### src/rtl/ones_pattern_gen.sv
// Serial ones-pattern generator: emits a 7-bit thermometer frame (bit 0 first)
// holding `count` ones, with an optional idle gap between frames.
module ones_pattern_gen #(
    parameter int GAP = 0
) (
    input  logic       clk,
    input  logic       rst_n,
    input  logic       in_valid,
    output logic       in_ready,
    input  logic [2:0] count,
    output logic       sdata,
    output logic       sframe,
    output logic       slast,
    output logic [6:0] word,
    output logic       word_valid
);

    typedef enum logic [1:0] {S_IDLE, S_SEND, S_GAP} state_t;

    localparam logic [3:0] GAP_LAST = 4'(GAP - 1);

    state_t     state_q;
    logic [2:0] idx_q;
    logic [2:0] cnt_q;
    logic [3:0] gap_q;
    logic       sdata_q, sframe_q, slast_q, word_valid_q;
    logic [6:0] word_q;
    logic [6:0] word_d;
    logic       accept;

    // With no gap, the last frame bit can overlap the next accept.
    assign in_ready = (state_q == S_IDLE) ||
                      ((state_q == S_SEND) && (idx_q == 3'd6) && (GAP == 0));
    assign accept   = in_valid && in_ready;
    assign word_d   = ~(7'h7F << count);

    always_ff @(posedge clk or negedge rst_n) begin
        if (!rst_n) begin
            state_q      <= S_IDLE;
            idx_q        <= 3'd0;
            cnt_q        <= 3'd0;
            gap_q        <= 4'd0;
            sdata_q      <= 1'b0;
            sframe_q     <= 1'b0;
            slast_q      <= 1'b0;
            word_q       <= 7'd0;
            word_valid_q <= 1'b0;
        end else begin
            word_valid_q <= 1'b0;
            if (accept) begin
                state_q      <= S_SEND;
                cnt_q        <= count;
                idx_q        <= 3'd0;
                word_q       <= word_d;
                word_valid_q <= 1'b1;
                sdata_q      <= (count != 3'd0);
                sframe_q     <= 1'b1;
                slast_q      <= 1'b0;
            end else begin
                case (state_q)
                    S_SEND: begin
                        if (idx_q == 3'd6) begin
                            idx_q    <= 3'd0;
                            sdata_q  <= 1'b0;
                            sframe_q <= 1'b0;
                            slast_q  <= 1'b0;
                            if (GAP > 0) begin
                                state_q <= S_GAP;
                                gap_q   <= 4'd0;
                            end else begin
                                state_q <= S_IDLE;
                            end
                        end else begin
                            // Outputs are registered, so they reflect the next index.
                            idx_q   <= idx_q + 3'd1;
                            sdata_q <= ((idx_q + 3'd1) < cnt_q);
                            slast_q <= (idx_q == 3'd5);
                        end
                    end
                    S_GAP: begin
                        if (gap_q == GAP_LAST) begin
                            state_q <= S_IDLE;
                            gap_q   <= 4'd0;
                        end else begin
                            gap_q <= gap_q + 4'd1;
                        end
                    end
                    default: state_q <= S_IDLE;
                endcase
            end
        end
    end

    assign sdata      = sdata_q;
    assign sframe     = sframe_q;
    assign slast      = slast_q;
    assign word       = word_q;
    assign word_valid = word_valid_q;

endmodule

### config.mk
export PLATFORM = sky130hd
export DESIGN_NAME = ones_pattern_gen
export DESIGN_NICKNAME = d
export VERILOG_FILES = /design/src/rtl/ones_pattern_gen.sv
export SDC_FILE = /design/constraint.sdc
export NUM_CORES = 1
export LEC_CHECK = 0
export CORE_MARGIN = 1
export CORE_UTILIZATION = 50
export CTS_BUF_LIST = sky130_fd_sc_hd__clkbuf_2 sky130_fd_sc_hd__clkbuf_4 sky130_fd_sc_hd__clkbuf_8
export DETAILED_ROUTE_END_ITERATION = 6
export HOLD_SLACK_MARGIN = 0.1
export PLACE_DENSITY = 0.79
export SLEW_MARGIN = 20
export SYNTH_ARGS = -nofsm -noshare
export SYNTH_HDL_FRONTEND = slang
export SYNTH_SLANG_ARGS = --single-unit
export TNS_END_PERCENT = 30
### constraint.sdc
create_clock -name clk -period 2.4 [get_ports clk]
set_clock_uncertainty 0.15 [all_clocks]
set_input_delay 0.24 -clock clk [delete_from_list [all_inputs] [get_ports clk]]
set_output_delay 0.24 -clock clk [all_outputs]
set_load 0.005 [all_outputs]
; ---- After elaboration in Yosys (flattened, before gate mapping)
; Index checks and enable logic that the tools add are counted.
[op_classes]
add_sub_neg = 2
n_lt_le_gt_ge = 1
n_eq_ne = 7
shifts = 1
muxes = 18
n_bitwise = 2
reduce_logical = 10
[ops]
columns = op, count
row1 = two-way mux 1 bit, 10
row2 = two-way mux 3 bit, 3
row3 = inverter 7 bit, 1
row4 = << shifter 7 x 3 -> 7 bit (first input constant), 1
row5 = == test 3 bit (second input constant), 2
row6 = two-way mux 2 bit, 3
row7 = AND reduction 2 bit, 3
row8 = adder 4 x 1 -> 4 bit (second input constant), 1
row9 = == test 4 bit (second input constant), 1
row10 = two-way mux 4 bit, 1
row11 = case mux 2 bit (2 select lines), 1
row12 = nonzero test 2 bit, 2
row13 = adder 3 x 1 -> 3 bit (second input constant), 1
row14 = less-than comparator 3 bit, 1
row15 = != test 3 x 2 -> 1 bit (second input constant), 1
row16 = != test 3 bit (second input constant), 1
row17 = nonzero test 3 bit, 1
row18 = == test 2 x 1 -> 1 bit (second input constant), 1
row19 = == test 2 bit (second input constant), 1
row20 = logical AND 1 bit, 2
row21 = zero test 2 bit, 1
row22 = logical OR 1 bit, 1
row23 = inverter 1 bit, 1
[totals]
reg_bits = 23
inputBits = 6
output_inout_bits = 12
word_cells = 50

; ---- Logic depth before layout (Yosys ltp)
[logic_depth]
word_depth = 6
mapped_depth = 7
mapped_depth_nobuf = 7

; ---- Worst setup path after synthesis
; OpenSTA, ideal clock, no wires.
[synth_timing]
path_type = flip-flop to flip-flop
startpoint = register idx_q[0]
endpoint = register sdata_q, in the netlist sdata
setup_ns = 0.116
t_arrival_ns = 1.511
slack_ns = 0.623
stages_incl_launch_ff = 8
path_buffers = 0
path_cell_list = dfrtp_1 > inv_1 > ha_1 > inv_1 > ha_1 > a21boi_0 > o21a_1 > o311ai_0
[synth_between]
elab_chain_len = 5
[synth_rtl]
columns = element, line
row1 = start: declaration, 23  ; logic [2:0] idx_q;
row2 = start signal: assignment, 75  ; idx_q <= idx_q + 3'd1;
row3 = adder 3 x 1 -> 3 bit or == test 3 bit (tied branches), "76, 33, 62"
row4 = less-than comparator 3 bit or logical AND 1 bit (tied branches), "76, 33"
row5 = two-way mux 1 bit or logical OR 1 bit (tied branches), "62, 32"
row6 = two-way mux 1 bit or logical AND 1 bit (tied branches), "60, 34"
row7 = two-way mux 1 bit or nonzero test 2 bit (tied branches), --
row8 = end signal: assignment, 56  ; sdata_q <= (count != 3'd0);
row9 = end signal: assignment, 76  ; sdata_q <= ((idx_q + 3'd1) < cnt_q);
row10 = end: declaration, 26  ; logic sdata_q, sframe_q, slast_q, word_valid_q;
; Parallel ways exist; a longest one is shown, timed or not. The select of a mux whose other input is x is not followed.
; A chain may end at the register's enable or synchronous reset.

; ---- Worst setup path after layout
[layout_timing]
startpoint = register idx_q[0]
endpoint = output port in_ready
[layout_between]
elab_chain_len = 3
[layout_rtl]
columns = element, line
row1 = == test 3 bit, 33  ; ((state_q == S_SEND) && (idx_q == 3'd6) && (GAP == 0));
row2 = logical AND 1 bit, 33
row3 = logical OR 1 bit, 32  ; assign in_ready = (state_q == S_IDLE) ||
row4 = end: declaration, 9  ; output logic in_ready,
; Every way passes these cells.

==> results_dict.tcl <==
set metrics [dict create \
    dp_hpwl_um 1000 \
    start_util 0.533 \
    postCtsHoldBufs 0 \
    synth_seq_cells 17 \
    diodes 0 \
    worstSetupPathType "register to output port" \
    setup_ws_ns 0.101 \
    drt_first_iter_violations 9 \
    grt_pass1_vias 529 \
    use_met1 0.249 \
    ir_drop_uv 694 \
    cts_num_sinks 17 \
    nFillCells 127 \
    relSlewSlack 0.522 \
    max_freq_mhz 435 \
    tns_ns 0 \
    async_flop_share 1.00 \
    worstSetupStartpointType "register" \
    synth_fp_nets 86 \
    r2r_start "idx_q[0]$_DFFE_PN0P_" \
    crit_chain "inv_1 -> ha_1 -> a21bo_1 -> clkdlybuf4s50_1" \
    swShare 0.333 \
    maxCapViolCount 0 \
    rows 14 \
    seqPwrFrac 0.413 \
    synthCells 75 \
    switchingPower_mw 0.403 \
    r2r_end "cnt_q[0]$_DFFE_PN0P_" \
    r2r.worst_path.cells 5 \
    yosysWarnings 0 \
    routabilityCongestion 0.773 \
    gr-usage-all-layers 0.179 \
    netlist.area_leader.share 0.530 \
    grtUsageMet2 0.275 \
    crit_path_max_incr_delay_ns 0.57 \
    reg2reg_slack_ns 0.46 \
    p_int_mw 0.807 \
    syn_to_final_growth_pct 23.7 \
    drtAntennaViolNets 0 \
    cp-startpoint "idx_q[0]$_DFFE_PN0P_" \
    combPwrFrac 0.463 \
    ys.flop_type "dfrtp_1" \
    io_pins 18 \
    path_clk_slew_ns 0.10 \
    synth_area_per_cell_sq_um 10.7 \
    stdcell_count 108 \
    rsz0062_at_grt "false" \
    port_buffers 17 \
    outcome "complete, no violations" \
    hold_viol 0 \
    worst_pin_slew_ns 0.715 \
    use_met3 0.0259 \
    place_inst 104 \
    fp.dieH_um 42.1 \
    dieArea_sq_um 1770 \
    worstSkewPairLatency_ns 0.29 \
    core-area_sq_um 1510 \
    viasPerCell 5.22 \
    power.share.clock 0.123 \
    place_worst_setup_slack_ns 0.440 \
    arrival_ns 1.91 \
    hp-class "input port to asynchronous set/reset pin" \
    drive_gt1_frac 0.0761 \
    netlist_area_sq_um 803 \
    dr.pass1.iters 4 \
    worstPathRequired_ns 2.01 \
    synth_edf_count 0 \
    path_buf_inv 2 \
    post_cts_resized 0 \
    postRouteWirelength_um 1380 \
    post-route-min-period_ns 2.30 \
    synth_cell_type_count 26 \
    busiest_layer "met2" \
    die_w_um 42.1 \
    synthTopCellsByArea "dfrtp_1 (53%), ha_1 (7.8%), o21ai_0 (5.6%)" \
    cpMaxStageDelayCell "clkdlybuf4s50_1" \
    crit_fanout 12 \
    p_leak_nw 0.453 \
    cts_buffer_depth 2 \
    setup_viol 0 \
    grt_first_pass_wirelength_um 2360 \
    yosysTopAreaCell "dfrtp_1" \
    cts_tree "done" \
    cts.htree.levels 1 \
    final_cell_mix "dfrtp_1 (17), clkdlybuf4s50_1 (17), o21ai_0 (9)" \
    crit_path_end_kind "output port" \
    wl_per_cell_um 12.8 \
    vias 564 \
    finalCritPeriodShare 0.958 \
    power_mw 1.21 \
    grt_max_degree 18 \
    antenna_found_initial 0 \
    crit_family "buffers and inverters" \
    drc 0 \
    final_nets 104 \
    cts_buffers 3 \
    yosysSeqAreaShare 0.530 \
    p_per_area_nw_per_um2 1220 \
    grt-ovfl-total 0 \
    cts_root_buf "clkbuf_4" \
    finalMaxSlewViolations 0 \
    post_cts_buffers 0 \
]
-- cell type report --
class                           instances  area (sq um)  area share
Sequential cell                        17           425       0.428
Multi-Input combinational cell         46           320       0.322
Timing Repair Buffer                   17           170       0.171
Inverter                                8          30.0      0.0302
Clock buffer                            3          22.5      0.0227
Tap cell                               16          20.0      0.0202
Clock inverter                          1          5.00     0.00504
-- Yosys cell counts, drive strengths merged (2+ instances only) --
library cell	n
dfrtp	17
o21ai	9
inv	8
nand2	6
a21oi	5
ha	5
buf	3
mux2	2
nand3	2
nand4b	2
nor2	2
o21a	2
o311ai	2
-- worst max path at each step --
stage | end | depth (start not counted)
global placement | in_ready | 4
CTS | in_ready | 4
global route | in_ready | 4
floorplan | sdata$_DFFE_PN0P_ | 7
detailed placement | in_ready | 4
finish | in_ready | 4
-- worst register-to-register path: cells and delay by family, from the launching register on --
kind                     cells  cell delay [ns]
flip-flops                   1             0.45
multiplexers                 1             0.35
AO/OA/AOI/OAI                1             0.33
AND/OR/NAND/NOR              1             0.29
adder cells (fa/ha/maj)      1             0.20
buffers and inverters        1             0.08
-- sequential cells by signal, summed over array words and instances, names as in the netlist --
signal / cells
word: 7
word_valid: 1
sframe: 1
cnt_q: 2
slast: 1
idx_q: 3
sdata: 1
state_q: 1
-- power groups by stage --
stage                     Clock, mW  Combinational (mW)  Sequential [mW]
after global routing          0.166               0.637            0.517
final                         0.149               0.560            0.500
after floorplan                   0               0.326            0.502
after CTS                     0.156               0.566            0.503
after global placement            0               0.551            0.499
after detailed placement          0               0.563            0.509
-- layer usage --
layer / up-vias / part of all wire
met1: 253 / 0.49
met2: 17 / 0.46
met5: - / 0
met3: 2 / 0.034
met4: 0 / 0.012
li1: 292 / -
-- kinds of logic after synthesis --
family	Yosys count	share of synthesized area
AOI/OAI and AO/OA	20	0.150
buffers and inverters	12	0.0716
and+or+nand+nor	17	0.115
muxes	3	0.0452
adders and majority gates	5	0.0779
xor gates and xnor gates	1	0.0109
DFF	17	0.530
-- metrics by stage --
step / utilization / hold WS (ns) / instance area (sq um)
after floorplan: - / -0.206 / 803
after global placement: 0.641 / 0.302 / 966
after detailed placement: 0.641 / 0.316 / 966
after CTS: 0.659 / 0.242 / 993
after global routing: 0.659 / 0.294 / 993
final: 0.659 / 0.222 / 993
Note: power is estimated with default switching activity, not from simulation.
